--- src/rtl/mem_pkg.sv ---
// mem_pkg: shared access-size and FSM-state encodings for the memory-access stage
package mem_pkg;
    localparam logic [1:0] SZ_BYTE = 2'b00;
    localparam logic [1:0] SZ_HALF = 2'b01;
    localparam logic [1:0] SZ_WORD = 2'b10;
    typedef enum logic {IDLE, ACCESS} memState;
endpackage

--- src/rtl/mem_access_if.sv ---
// mem_access_if: data-memory req/ack bus; master = mem_access stage, slave = memory
//   dmem_req/we/addr/be/wdata : request, held stable until dmem_ack
//   dmem_ack/rdata            : completion, read word valid with ack
interface mem_access_if #(
    parameter int ADDR_W = 32,
    parameter int DATA_W = 32
);
    logic              dmem_req;
    logic              dmem_we;
    logic [ADDR_W-1:0] dmem_addr;
    logic [3:0]        dmem_be;
    logic [DATA_W-1:0] dmem_wdata;
    logic              dmem_ack;
    logic [DATA_W-1:0] dmem_rdata;
    modport master(output dmem_req, dmem_we, dmem_addr, dmem_be, dmem_wdata, input dmem_ack, dmem_rdata);
    modport slave(input dmem_req, dmem_we, dmem_addr, dmem_be, dmem_wdata, output dmem_ack, dmem_rdata);
endinterface

--- src/rtl/mem_load_align.sv ---
// mem_load_align: selects a big-endian byte/half lane from a read word and zero/sign-extends it
//   rdata    : read word          offset : byte offset within the word
//   size     : access size        isSigned : sign-extend sub-word results
//   result   : extended 32-bit load value
module mem_load_align
    import mem_pkg::*;
(
    input  logic [31:0] rdata,
    input  logic [1:0]  offset,
    input  logic [1:0]  size,
    input  logic        isSigned,
    output logic [31:0] result
);
    logic [7:0]  byteLane;
    logic [15:0] halfLane;
    // offset 0 is the most significant byte, so the lane base is (3 - offset) * 8
    assign byteLane = rdata[{~offset, 3'b000} +: 8];
    assign halfLane = offset[1] ? rdata[15:0] : rdata[31:16];
    always_comb begin
        result = rdata;
        result = (size == SZ_BYTE) ? {{24{isSigned & byteLane[7]}}, byteLane}
               : (size == SZ_HALF) ? {{16{isSigned & halfLane[15]}}, halfLane}
               : rdata;
    end
endmodule

--- src/rtl/mem_access.sv ---
// mem_access: DLX memory stage; runs one load/store per op over a req/ack port, else passes the ALU result
//   clk, rst_n            : clock, synchronous active-low reset
//   ex_valid/ex_ready     : op handshake from execute (ready only when idle)
//   alu_res, store_data   : effective address / result, right-justified store operand
//   mem_rd, mem_wr, size, load_signed, rd_in, reg_wr_in : op controls
//   dmem                  : data-memory bus (master side)
//   wb_valid/wb_data/wb_rd/wb_reg_wr/misaligned : one-cycle write-back result
module mem_access
    import mem_pkg::*;
#(
    parameter int ADDR_W = 32,
    parameter int DATA_W = 32
) (
    input  logic              clk,
    input  logic              rst_n,
    input  logic              ex_valid,
    output logic              ex_ready,
    input  logic [ADDR_W-1:0] alu_res,
    input  logic [DATA_W-1:0] store_data,
    input  logic              mem_rd,
    input  logic              mem_wr,
    input  logic [1:0]        size,
    input  logic              load_signed,
    input  logic [4:0]        rd_in,
    input  logic              reg_wr_in,
    mem_access_if.master      dmem,
    output logic              wb_valid,
    output logic [DATA_W-1:0] wb_data,
    output logic [4:0]        wb_rd,
    output logic              wb_reg_wr,
    output logic              misaligned
);
    memState           state, stateNext;
    logic              xfer, isMem, fault;
    logic [1:0]        off, sz, offL, sizeL;
    logic [3:0]        be;
    logic [DATA_W-1:0] wdata, loadData;
    logic              signL, regWrL;
    logic [4:0]        rdL;

    assign ex_ready = rst_n & (state == IDLE);
    assign xfer     = ex_valid & ex_ready;
    assign isMem    = mem_rd | mem_wr;
    assign off      = alu_res[1:0];
    assign sz       = (size == 2'b11) ? SZ_WORD : size;

    always_comb begin
        fault = 1'b0;
        fault = isMem & ((sz == SZ_HALF) ? off[0] : (sz == SZ_WORD) ? (off != 2'b00) : 1'b0);
        be    = (sz == SZ_BYTE) ? (4'b1000 >> off) : (sz == SZ_HALF) ? (off[1] ? 4'b0011 : 4'b1100) : 4'b1111;
        wdata = (sz == SZ_BYTE) ? {4{store_data[7:0]}} : (sz == SZ_HALF) ? {2{store_data[15:0]}} : store_data;
    end

    always_comb begin
        stateNext = state;
        stateNext = (state == IDLE) ? ((xfer & isMem & ~fault) ? ACCESS : IDLE)
                  : (dmem.dmem_ack ? IDLE : ACCESS);
    end

    always_ff @(posedge clk) begin
        if (!rst_n) state <= IDLE;
        else        state <= stateNext;
    end

    mem_load_align uAlign (
        .rdata   (dmem.dmem_rdata),
        .offset  (offL),
        .size    (sizeL),
        .isSigned(signL),
        .result  (loadData)
    );

    always_ff @(posedge clk) begin
        if (!rst_n) begin
            dmem.dmem_req   <= 1'b0;
            dmem.dmem_we    <= 1'b0;
            dmem.dmem_addr  <= '0;
            dmem.dmem_be    <= '0;
            dmem.dmem_wdata <= '0;
            wb_valid        <= 1'b0;
            wb_data         <= '0;
            wb_rd           <= '0;
            wb_reg_wr       <= 1'b0;
            misaligned      <= 1'b0;
            offL            <= '0;
            sizeL           <= '0;
            signL           <= 1'b0;
            rdL             <= '0;
            regWrL          <= 1'b0;
        end else begin
            wb_valid <= 1'b0;
            if (xfer) begin
                if (!isMem || fault) begin
                    wb_valid   <= 1'b1;
                    wb_data    <= alu_res;
                    wb_rd      <= rd_in;
                    wb_reg_wr  <= reg_wr_in & ~isMem;
                    misaligned <= isMem;
                end else begin
                    dmem.dmem_req   <= 1'b1;
                    dmem.dmem_we    <= mem_wr;
                    dmem.dmem_addr  <= {alu_res[ADDR_W-1:2], 2'b00};
                    dmem.dmem_be    <= be;
                    dmem.dmem_wdata <= wdata;
                    offL            <= off;
                    sizeL           <= sz;
                    signL           <= load_signed;
                    rdL             <= rd_in;
                    regWrL          <= reg_wr_in;
                end
            end else if (state == ACCESS && dmem.dmem_ack) begin
                // dmem_we doubles as the latched "this op is a store" flag
                dmem.dmem_req <= 1'b0;
                wb_valid      <= 1'b1;
                wb_data       <= dmem.dmem_we ? '0 : loadData;
                wb_rd         <= rdL;
                wb_reg_wr     <= regWrL & ~dmem.dmem_we;
                misaligned    <= 1'b0;
            end
        end
    end
endmodule

--- src/flat_wrapper.sv ---
// flat-port wrapper written by rule: the top's interface ports become plain ports
module mem_access_flat import mem_pkg::*;
#(
    parameter int ADDR_W = 32,
    parameter int DATA_W = 32
)
  (clk, rst_n, ex_valid, ex_ready, alu_res, store_data, mem_rd, mem_wr, size, load_signed, rd_in, reg_wr_in, wb_valid, wb_data, wb_rd, wb_reg_wr, misaligned, dmem_dmem_req, dmem_dmem_we, dmem_dmem_addr, dmem_dmem_be, dmem_dmem_wdata, dmem_dmem_ack, dmem_dmem_rdata);
  mem_access_if #(.ADDR_W(ADDR_W), .DATA_W(DATA_W)) dmem_i ();
  input  logic clk;
  input  logic rst_n;
  input  logic ex_valid;
  output logic ex_ready;
  input  logic [ADDR_W-1:0] alu_res;
  input  logic [DATA_W-1:0] store_data;
  input  logic mem_rd;
  input  logic mem_wr;
  input  logic [1:0] size;
  input  logic load_signed;
  input  logic [4:0] rd_in;
  input  logic reg_wr_in;
  output logic wb_valid;
  output logic [DATA_W-1:0] wb_data;
  output logic [4:0] wb_rd;
  output logic wb_reg_wr;
  output logic misaligned;
  output wire logic [$bits(dmem_i.dmem_req)-1:0] dmem_dmem_req;
  output wire logic [$bits(dmem_i.dmem_we)-1:0] dmem_dmem_we;
  output wire logic [$bits(dmem_i.dmem_addr)-1:0] dmem_dmem_addr;
  output wire logic [$bits(dmem_i.dmem_be)-1:0] dmem_dmem_be;
  output wire logic [$bits(dmem_i.dmem_wdata)-1:0] dmem_dmem_wdata;
  input wire logic [$bits(dmem_i.dmem_ack)-1:0] dmem_dmem_ack;
  input wire logic [$bits(dmem_i.dmem_rdata)-1:0] dmem_dmem_rdata;
  assign dmem_dmem_req = dmem_i.dmem_req;
  assign dmem_dmem_we = dmem_i.dmem_we;
  assign dmem_dmem_addr = dmem_i.dmem_addr;
  assign dmem_dmem_be = dmem_i.dmem_be;
  assign dmem_dmem_wdata = dmem_i.dmem_wdata;
  assign dmem_i.dmem_ack = dmem_dmem_ack;
  assign dmem_i.dmem_rdata = dmem_dmem_rdata;
  mem_access #(.ADDR_W(ADDR_W), .DATA_W(DATA_W)) u_core (.clk(clk), .rst_n(rst_n), .ex_valid(ex_valid), .ex_ready(ex_ready), .alu_res(alu_res), .store_data(store_data), .mem_rd(mem_rd), .mem_wr(mem_wr), .size(size), .load_signed(load_signed), .rd_in(rd_in), .reg_wr_in(reg_wr_in), .dmem(dmem_i), .wb_valid(wb_valid), .wb_data(wb_data), .wb_rd(wb_rd), .wb_reg_wr(wb_reg_wr), .misaligned(misaligned));
endmodule
--- config.mk ---
export PLATFORM = sky130hd
export DESIGN_NAME = mem_access_flat
export DESIGN_NICKNAME = d
export VERILOG_FILES = /design/src/rtl/mem_pkg.sv /design/src/rtl/mem_access_if.sv /design/src/rtl/mem_load_align.sv /design/src/rtl/mem_access.sv /design/src/flat_wrapper.sv
export SDC_FILE = /design/constraint.sdc
export NUM_CORES = 1
export LEC_CHECK = 0
export CORE_UTILIZATION = 40
export DETAILED_ROUTE_END_ITERATION = 8
export GPL_ROUTABILITY_DRIVEN = 1
export GPL_TIMING_DRIVEN = 0
export HOLD_SLACK_MARGIN = 0.12
export PLACE_DENSITY = 0.8
export SLEW_MARGIN = 20
export SYNTH_ARGS = -nofsm -noshare
export SYNTH_HDL_FRONTEND = slang
export SYNTH_SLANG_ARGS = --single-unit
--- constraint.sdc ---
create_clock -name clk -period 1.94 [get_ports clk]
set_clock_uncertainty 0.2 [all_clocks]
set_input_delay 0.388 -clock clk [delete_from_list [all_inputs] [get_ports clk]]
set_output_delay 0.388 -clock clk [all_outputs]
set_load 0.1 [all_outputs]
After elaboration in Yosys (flattened, before gate mapping)
Index checks and enable logic that the tools add are counted.

word-level totals
  flip-flop bits (word level) = 120
  bits in latches = 0
  RAM bits = 0
  memory bits (read-only) = 0
  bits of input ports = 111
  output and inout bits = 111
  logic and storage cells = 82
  memories = 0

operators by class
  add/subtract/negate cells = 0
  multiply operators = 0
  divide/modulo/power cells = 0
  order comparisons = 0
  eq/ne operators = 6
  shift operators = 2
  muxes and demuxes = 32
  bitwise gates (word level) = 16
  reduce and logical (&&, ||, !) cells = 10

operators with widths
  operator               number
  $mux W32               8
  $shiftx A32 B6 Y8      1
  $mux W1                16
  $mux W16               1
  $mux W5                3
  $mux W4                3
  $and A1 B1 Y1          9
  $reduce_and A2 Y1      3
  $not A1 Y1             5
  $eq A2 B1 Y1 const B   2
  $eq A2 B2 Y1 const B   2
  $logic_not A2 Y1       2
  $ne A2 B2 Y1 const B   2
  $reduce_bool A2 Y1     2
  $shr A4 B2 Y4 const A  1
  $mux W2                1
  $not A2 Y2             1
  $logic_and A1 B1 Y1    1
  $logic_not A1 Y1       1
  $logic_or A1 B1 Y1     1
  $or A1 B1 Y1           1

Longest topological paths before layout
Gate-level depths: netlist (run 1).

  depth in word-level cells = 10
  depth in mapped cells = 7
  gate-level depth less buffers = 5

Hierarchy
From an unflattened synthesis (run 1), not the netlist that was laid out.

unflattened totals
  cell total of the unflattened synthesis = 744
  area total of the unflattened synthesis = 5,909.4 sq um

by module, submodules not included
  module          times used  cells an instance  area an instance (sq um)  sequential area each (sq um)
  mem_access      1           656                5,106.1                   2,402.3
  mem_load_align  1           88                 803.3                     0.0

Worst setup path before layout (run 1)
OpenSTA, ideal clock, no wires.

  path kind = input -> output
  from = in rst_n
  to = out ex_ready
  arrival time = 2.230 ns
  required time = 1.352 ns
  setup slack = -0.878 ns
  cell stages on the path = 3
  buffers on the path = 2
  cell sequence = clkbuf_1 clkbuf_1 nor2b_1

on the way
  cells in the longest elaborated chain, start to end = 1

ends and longest elaborated chain
  element          line                RTL
  start, declared  flat_wrapper.sv:10  input logic rst_n;
  $and A1 B1 Y1    mem_access.sv:41    assign ex_ready = rst_n & (state == IDLE);
  end, declared    flat_wrapper.sv:12  output logic ex_ready;

No other way between the ends.

Worst setup path after layout (run 1)
  from = reg u_core.offL[1]
  to = reg u_core.wb_data[21]

on the way
  cells in the longest elaborated chain, start to end = 7
  elaborated cells on any way between the ends = 10
  those cells by class = shift (1); mux (6); bitwise (3)

ends and longest elaborated chain
  element                                                    line                                        RTL
  start, declared                                            mem_access.sv:35                            logic [1:0] off, sz, offL, sizeL;
  start signal, assigned                                     mem_access.sv:85                            offL <= '0;
  start signal, assigned                                     mem_access.sv:105                           offL <= off;
  $not A2 Y2 / $mux W16 (equally long branches)              mem_load_align.sv:17, mem_load_align.sv:18
  $shiftx A32 B6 Y8 / $and A1 B1 Y1 (equally long branches)  mem_load_align.sv:17, mem_load_align.sv:22
  $and A1 B1 Y1 / $mux W32 (equally long branches)           mem_load_align.sv:21, mem_load_align.sv:22
  $mux W32 *                                                 mem_load_align.sv:21                        result = (size == SZ_BYTE) ? {{24{isSigned & byteLane[7]}}, byteLane}
  $mux W32 *                                                 mem_access.sv:115                           wb_data <= dmem.dmem_we ? '0 : loadData;
  $mux W32 *                                                 mem_access.sv:111                           end else if (state == ACCESS && dmem.dmem_ack) begin
  $mux W32 *                                                 mem_access.sv:92                            if (xfer) begin
  end signal, assigned                                       mem_access.sv:95                            wb_data <= alu_res;
  end signal, assigned                                       mem_access.sv:115
  end, declared                                              mem_access.sv:28                            output logic [DATA_W-1:0] wb_data,

Mark *: on every way between the ends. The rest lies on a longest branch, timed or not. The select of a mux whose other input is x is not followed.
A chain may end at the register's enable or synchronous reset.

==> flow_summary.ini, run 1 <==
[place]
post-place-ws_ns = -1.833
gp_congestion = 0.9256
placed_area_sq_um = 8082
dp_hpwl_um = 15370
dp.cells = 1087
io_buffers = 217

[power]
p_sw_mw = 2.676
peakVddDrop_mv = 0.5466
pwr-share-seq_pct = 33.1
switching_share_pct = 33.20
p_int_mw = 5.384
power_frac_comb_pct = 25.6
power_density_nw_per_um2 = 889.6
clockPowerShare_pct = 41.3
leakage_nw = 3.588

[logic_synthesis]
yosys.area.top_type_share_pct = 42.37
synthMuxAreaShare_pct = 6.112
synth-xor-area-share_pct = 0
seq_area_frac_synth_pct = 42.37
postSynthAreaPerCell_sq_um = 8.230
synth_common_cells = nand2_1, dfxtp_1, a21boi_0, o21ai_0, clkbuf_1
async_flop_share_pct = 0
yosysWarnings = 0
synthAdderAreaFrac_pct = 0
synth-edff-count = 0
synth.most_common_cell = nand2_1
ys_types = 48
synth_top_family_by_area = compound AO/OA/AOI/OAI gates
synth-simple-area-share_pct = 16.13
synthCells = 689
netlist_area_sq_um = 5670
synth_compound_area_share_pct = 28.66
ys.flop_type = dfxtp_1
ys_seq_elements = 120
yosys.area.top_type = dfxtp_1
yosys-top-cells-area = dfxtp_1, nand2_1, a21boi_0

[global_routing]
grt_max_degree = 17
grt_pass1_vias = 5837
grt_pass1_wl_um = 31520
track_usage_pct = 28.37
overflow = 0
antenna_found_initial = 0

[sta]
fin_crit_ns = 1.946
whs_ns = 0.1531
hold_viol_final = 0
setup_slack_ns = -0.006483
timing.final.crit_share_pct = 100.3
setup_viol_count_final = 2
drv_slew = 0
fmax_mhz = 513.7
tightest_slew_ns = 0.5777
slew_headroom_pct = 61.67
rsz0062_at_grt = yes
fin_tns_setup_ns = -0.006641

[worst_setup_path]
crit_slowest_cell = or4_4
cp_cell_sequence = mux2_4 -> or4_4 -> and4_4 -> buf_6 -> o21ai_1 -> a31oi_1
critical_path_arrival_ns = 2.03
cp-end-kind = flop
worstPathMaxFanout = 5
start_kind = flop
path_class = reg -> reg
required_ns = 2.02
cpPeakStageDelay_ns = 0.44

[cells_and_area]
register_area_sq_um = 2411
drive_gt1_share_pct = 24.76
design_area_sq_um = 9060
nFillCells = 1173
area_growth_pct = 59.77
layout.cells.non_filler = 1129
antenna_cells = 0
final_nets = 1047
multi_input_area_sq_um = 2997

[run]
drv_cap = 0

[status]
status = finished, violations left
violations = negative setup slack

[clock_network]
h-tree-depth = 4
clock_sinks = 120
cts-root-buf = clkbuf_16
clk_pin_slew_worst_paths_ns = 0.06
cts_tree = yes
cts_buffer_depth = 2
insertion_delay_ns = 0.42
cts_made_buffers = 17

[floorplanning]
die_h_um = 121.1
die_x_um = 121.1
rows = 43
initial_utilization_pct = 40.85
die_area_sq_um = 14660
core_sq_um = 13880
io_pins = 222

[drt]
routed_wl_um = 20800
drt-pass1-iter-count = 5
drtIter0Drc = 526
wl_per_cell_um = 18.42
vias = 6212
viasPerCell = 5.502
drc = 0
ant_nets = 0

[hold_path]
hold_path.class = in -> reg
-- power groups by stage --
stage,Sequential [mW],Clock [mW],Combinational (mW)
finish,2.67,3.33,2.06
global route,2.68,3.46,2.15
CTS,2.67,3.36,2.03
detailed placement,2.72,0,2.01
global placement,2.71,0,2.01
floorplan,3.57,0,0.490
-- final timing paths --
check / startpoint / to / slack, ns / depth (start not counted)
worst max-delay path: u_core.offL[1] / u_core.wb_data[21] / -0.006 / 6
worst min-delay path: mem_wr / u_core.dmem.dmem_we / 0.15 / 3
worst max register to register: u_core.offL[1] / u_core.wb_data[21] / -0.006 / 6
worst min register to register: u_core.dmem.dmem_wdata[27] / u_core.dmem.dmem_wdata[27] / 0.26 / 2
-- cells in the final DEF, fill, tap and decap left out, drive strengths merged, types with 2 or more instances in the layout --
cell,netlist,routed
a21boi,60,60
a21oi,19,19
a221o,8,8
a31oi,26,26
a32oi,7,7
and2,2,2
buf,25,50
bufinv,0,4
clkbuf,39,54
clkdlybuf4s15,0,73
clkdlybuf4s18,0,24
clkdlybuf4s50,0,103
clkinv,0,6
clkinvlp,0,4
conb,1,2
dfxtp,120,120
dlygate4sd2,0,3
inv,20,20
mux2i,17,17
mux4,7,7
nand2,176,176
nand3,11,11
nor2,15,15
nor2b,2,2
nor3,9,9
o211a,20,20
o211ai,2,2
o21ai,67,67
o221ai,6,6
o22ai,16,16
-- metal layers --
| metal | vias to the layer above | routed length (um) | track usage, % |
|---|---|---|---|
| met5 | - | 0 | 0 |
| met4 | 0 | 581 | 12.11 |
| met3 | 48 | 2320 | 9.398 |
| met2 | 359 | 9787 | 47.21 |
| met1 | 2878 | 8112 | 33.19 |
| li1 | 2927 | - | - |
-- repair_timing --
action | in CTS | in global routing
cloned | 1 | 1
endpoints found under the hold margin | 1 | 0
buffers inserted | 6 | 3
endpoints found under the setup margin | 228 | 128
hold buffers | 1 | 0
gates resized for setup | 394 | 77
pin swaps | 5 | 12
-- through the flow --
stage	total power, mW	util [%]
after floorplan	4.059	-
after global placement	4.718	58.22
after detailed placement	4.730	58.22
after CTS	8.051	64.91
after global routing	8.288	65.27
final	8.060	65.27
-- state kept, by name, indices dropped and copies added, names as in the netlist --
register and cells:
u_core.signL 1, u_core.dmem.dmem_req 1, u_core.state 1, u_core.dmem.dmem_addr 30, u_core.misaligned 1, u_core.wb_data 32, u_core.dmem.dmem_we 1, u_core.regWrL 1
u_core.wb_rd 5, u_core.rdL 5, u_core.wb_reg_wr 1, u_core.dmem.dmem_be 4, u_core.offL 2, u_core.dmem.dmem_wdata 32, u_core.wb_valid 1, u_core.sizeL 2
-- critical path: cells and delay by family (launching register included) --
family / cells / cell delay [ns]
mux: 1 / 0.30
simple gates: 2 / 0.65
compound gates: 2 / 0.17
buf+inv: 1 / 0.13
flops: 1 / 0.36
-- kinds of logic (layout without fill, tap and decap cells) --
family                 count (synthesis)  after routing
AOI/OAI and AO/OA                    237            237
buffers and inverters                 84            343
DFF                                  120            120
muxes                                 25             25
other                                  1              2
and+or+nand+nor                      222            222
-- cell type report --
class | count | share of cell area, %
clock inverter | 14 | 1.989
multi-input combinational | 486 | 33.08
buffer | 62 | 4.502
tap | 180 | 2.486
clock buffer | 18 | 4.847
timing repair buffer | 229 | 25.66
sequential | 120 | 26.61
inverter | 20 | 0.8286
No activity file was read; power rests on OpenSTA's default activity.
==> inputs of run 2 (changes only) <==
--- a/config.mk
+++ b/config.mk
@@ -15,3 +15,4 @@
 export SYNTH_ARGS = -nofsm -noshare
 export SYNTH_HDL_FRONTEND = slang
 export SYNTH_SLANG_ARGS = --single-unit
+export TNS_END_PERCENT = 10
==> flow_summary.ini, run 2 (synthesized netlist as in run 1, its figures left out) <==
[global_routing]
track_usage_pct = 28.31
grt_max_degree = 17
grt_pass1_wl_um = 31410
overflow = 0
antenna_found_initial = 0
grt_pass1_vias = 5794

[sta]
setup_viol_count_final = 2
fin_tns_setup_ns = -0.01059
drv_slew = 0
tightest_slew_ns = 0.5780
fmax_mhz = 512.9
fin_crit_ns = 1.950
timing.final.crit_share_pct = 100.5
hold_viol_final = 0
setup_slack_ns = -0.009580
rsz0062_at_grt = yes
slew_headroom_pct = 61.65

[place]
gp_congestion = 0.9256
placed_area_sq_um = 8082
dp_hpwl_um = 15370
post-place-ws_ns = -1.833
io_buffers = 217

[worst_setup_path]
critical_path_arrival_ns = 2.01
r2r_slack_ns = -0.01
timing.rr.end = u_core.wb_data[24]
path_class = reg -> reg
start_kind = flop
reg2reg_depth = 6
r2r_start = u_core.offL[1]
worstPathMaxFanout = 7
required_ns = 2.01
cp-end-kind = flop

[floorplanning]
die_area_sq_um = 14660
die_x_um = 121.1
die_h_um = 121.1
io_pins = 222
initial_utilization_pct = 40.85
rows = 43
core_sq_um = 13880

[clock_network]
insertion_delay_ns = 0.41
cts_buffer_depth = 2
h-tree-depth = 4
clock_sinks = 120
cts_tree = yes
cts_made_buffers = 17
clk_pin_slew_worst_paths_ns = 0.06
cts-root-buf = clkbuf_16

[cells_and_area]
layout_common_cells = nand2_1, dfxtp_1, clkdlybuf4s50_1
post-route-util_pct = 65.37
final_common_cell = nand2_1
antenna_cells = 0
area_growth_pct = 60.02
design_area_sq_um = 9074
drive_gt1_share_pct = 24.66
nFillCells = 1167
final_nets = 1051
top_regs = u_core.dmem.dmem_wdata: 32 flops, u_core.wb_data: 32 flops, u_core.dmem.dmem_addr: 30 flops

[hold_path]
min-delay-start = alu_res[0]
min_path_cells = 3
hold_end = u_core.offL[0]
hold_path.class = in -> reg

[drt]
wl_met1_um = 8177
viasPerCell = 5.504
dr_wl_met2_um = 9812
drt-pass1-iter-count = 5
topRoutingLayerUsed = met4
routed_wl_um = 20830
ant_nets = 0
route.met3.wl_um = 2197
wl_per_cell_um = 18.38
vias = 6236
drtIter0Drc = 530
drc = 0

[status]
violations = negative setup slack
status = finished, violations left

[run]
drv_cap = 0

[power]
leakage_nw = 3.609
power_density_nw_per_um2 = 888.0
peakVddDrop_mv = 0.5619
-- run 2: cell types whose count changed in the layout (fill, tap and decap cells not counted), moves of 3 or more --
| cell | previous run | this run |
|---|---|---|
| o21ai_0 | 51 | 54 |
| clkbuf_2 | 7 | 11 |
| buf_6 | 15 | 11 |
| buf_4 | 12 | 18 |
-- run 2: power breakdown --
part           switching (mW)  internal, mW
Combinational            1.44         0.628
Clock                    1.16          2.16
Sequential             0.0697          2.59
Total                    2.67          5.39
-- run 2: area by class of cell --
cell class / count / area (sq um) / share of cell area (%)
buffer: 64 / 416.7 / 4.592
tap: 180 / 225.2 / 2.482
clock inverter: 14 / 180.2 / 1.986
multi-input combinational: 486 / 2993 / 32.98
clock buffer: 18 / 439.2 / 4.840
inverter: 20 / 75.07 / 0.8274
timing repair buffer: 231 / 2332 / 25.70
sequential: 120 / 2412 / 26.59
-- run 2: metal layers --
metal | global-route usage [%] | vias up
met2 | 46.96 | 349
met1 | 33.40 | 2910
met4 | 12.04 | 0
met5 | 0 | -
li1 | - | 2930
met3 | 9.164 | 47
-- run 2: critical path, stage by stage (launching register included) --
cell,delay (ns)
dfxtp_4,0.36
mux2_4,0.30
or4_4,0.43
and4_4,0.20
buf_6,0.14
o21ai_2,0.05
a31oi_1,0.11
-- run 2: how the worst max path moves through the flow --
stage                              startpoint                     end  slack [ns]  depth (start not counted)
floorplan                               rst_n                ex_ready      -0.008                          3
global placement                        rst_n                ex_ready       -1.85                          5
detailed placement                      rst_n                ex_ready       -1.83                          5
CTS                 u_core.dmem.dmem_addr[24]      dmem_dmem_addr[24]       -0.26                          1
global route                          size[0]  u_core.dmem.dmem_be[2]       -0.06                          6
finish                         u_core.offL[1]      u_core.wb_data[24]       -0.01                          6
-- run 2: stage by stage --
step	hold slack, ns	total power, mW	instances
CTS	0.2087	8.037	1120
global route	0.2282	8.295	1133
global placement	0.2478	4.718	1087
detailed placement	0.2537	4.730	1087
finish	0.2085	8.057	1133
floorplan	0.2389	4.059	690
-- run 2: what timing repair did --
action	in CTS	in global routing
gates cloned	0	1
setup endpoints to repair	228	127
endpoints found under the hold margin	1	0
hold buffers	1	0
pin swaps	2	16
setup buffers	0	12
gates resized for setup	392	74
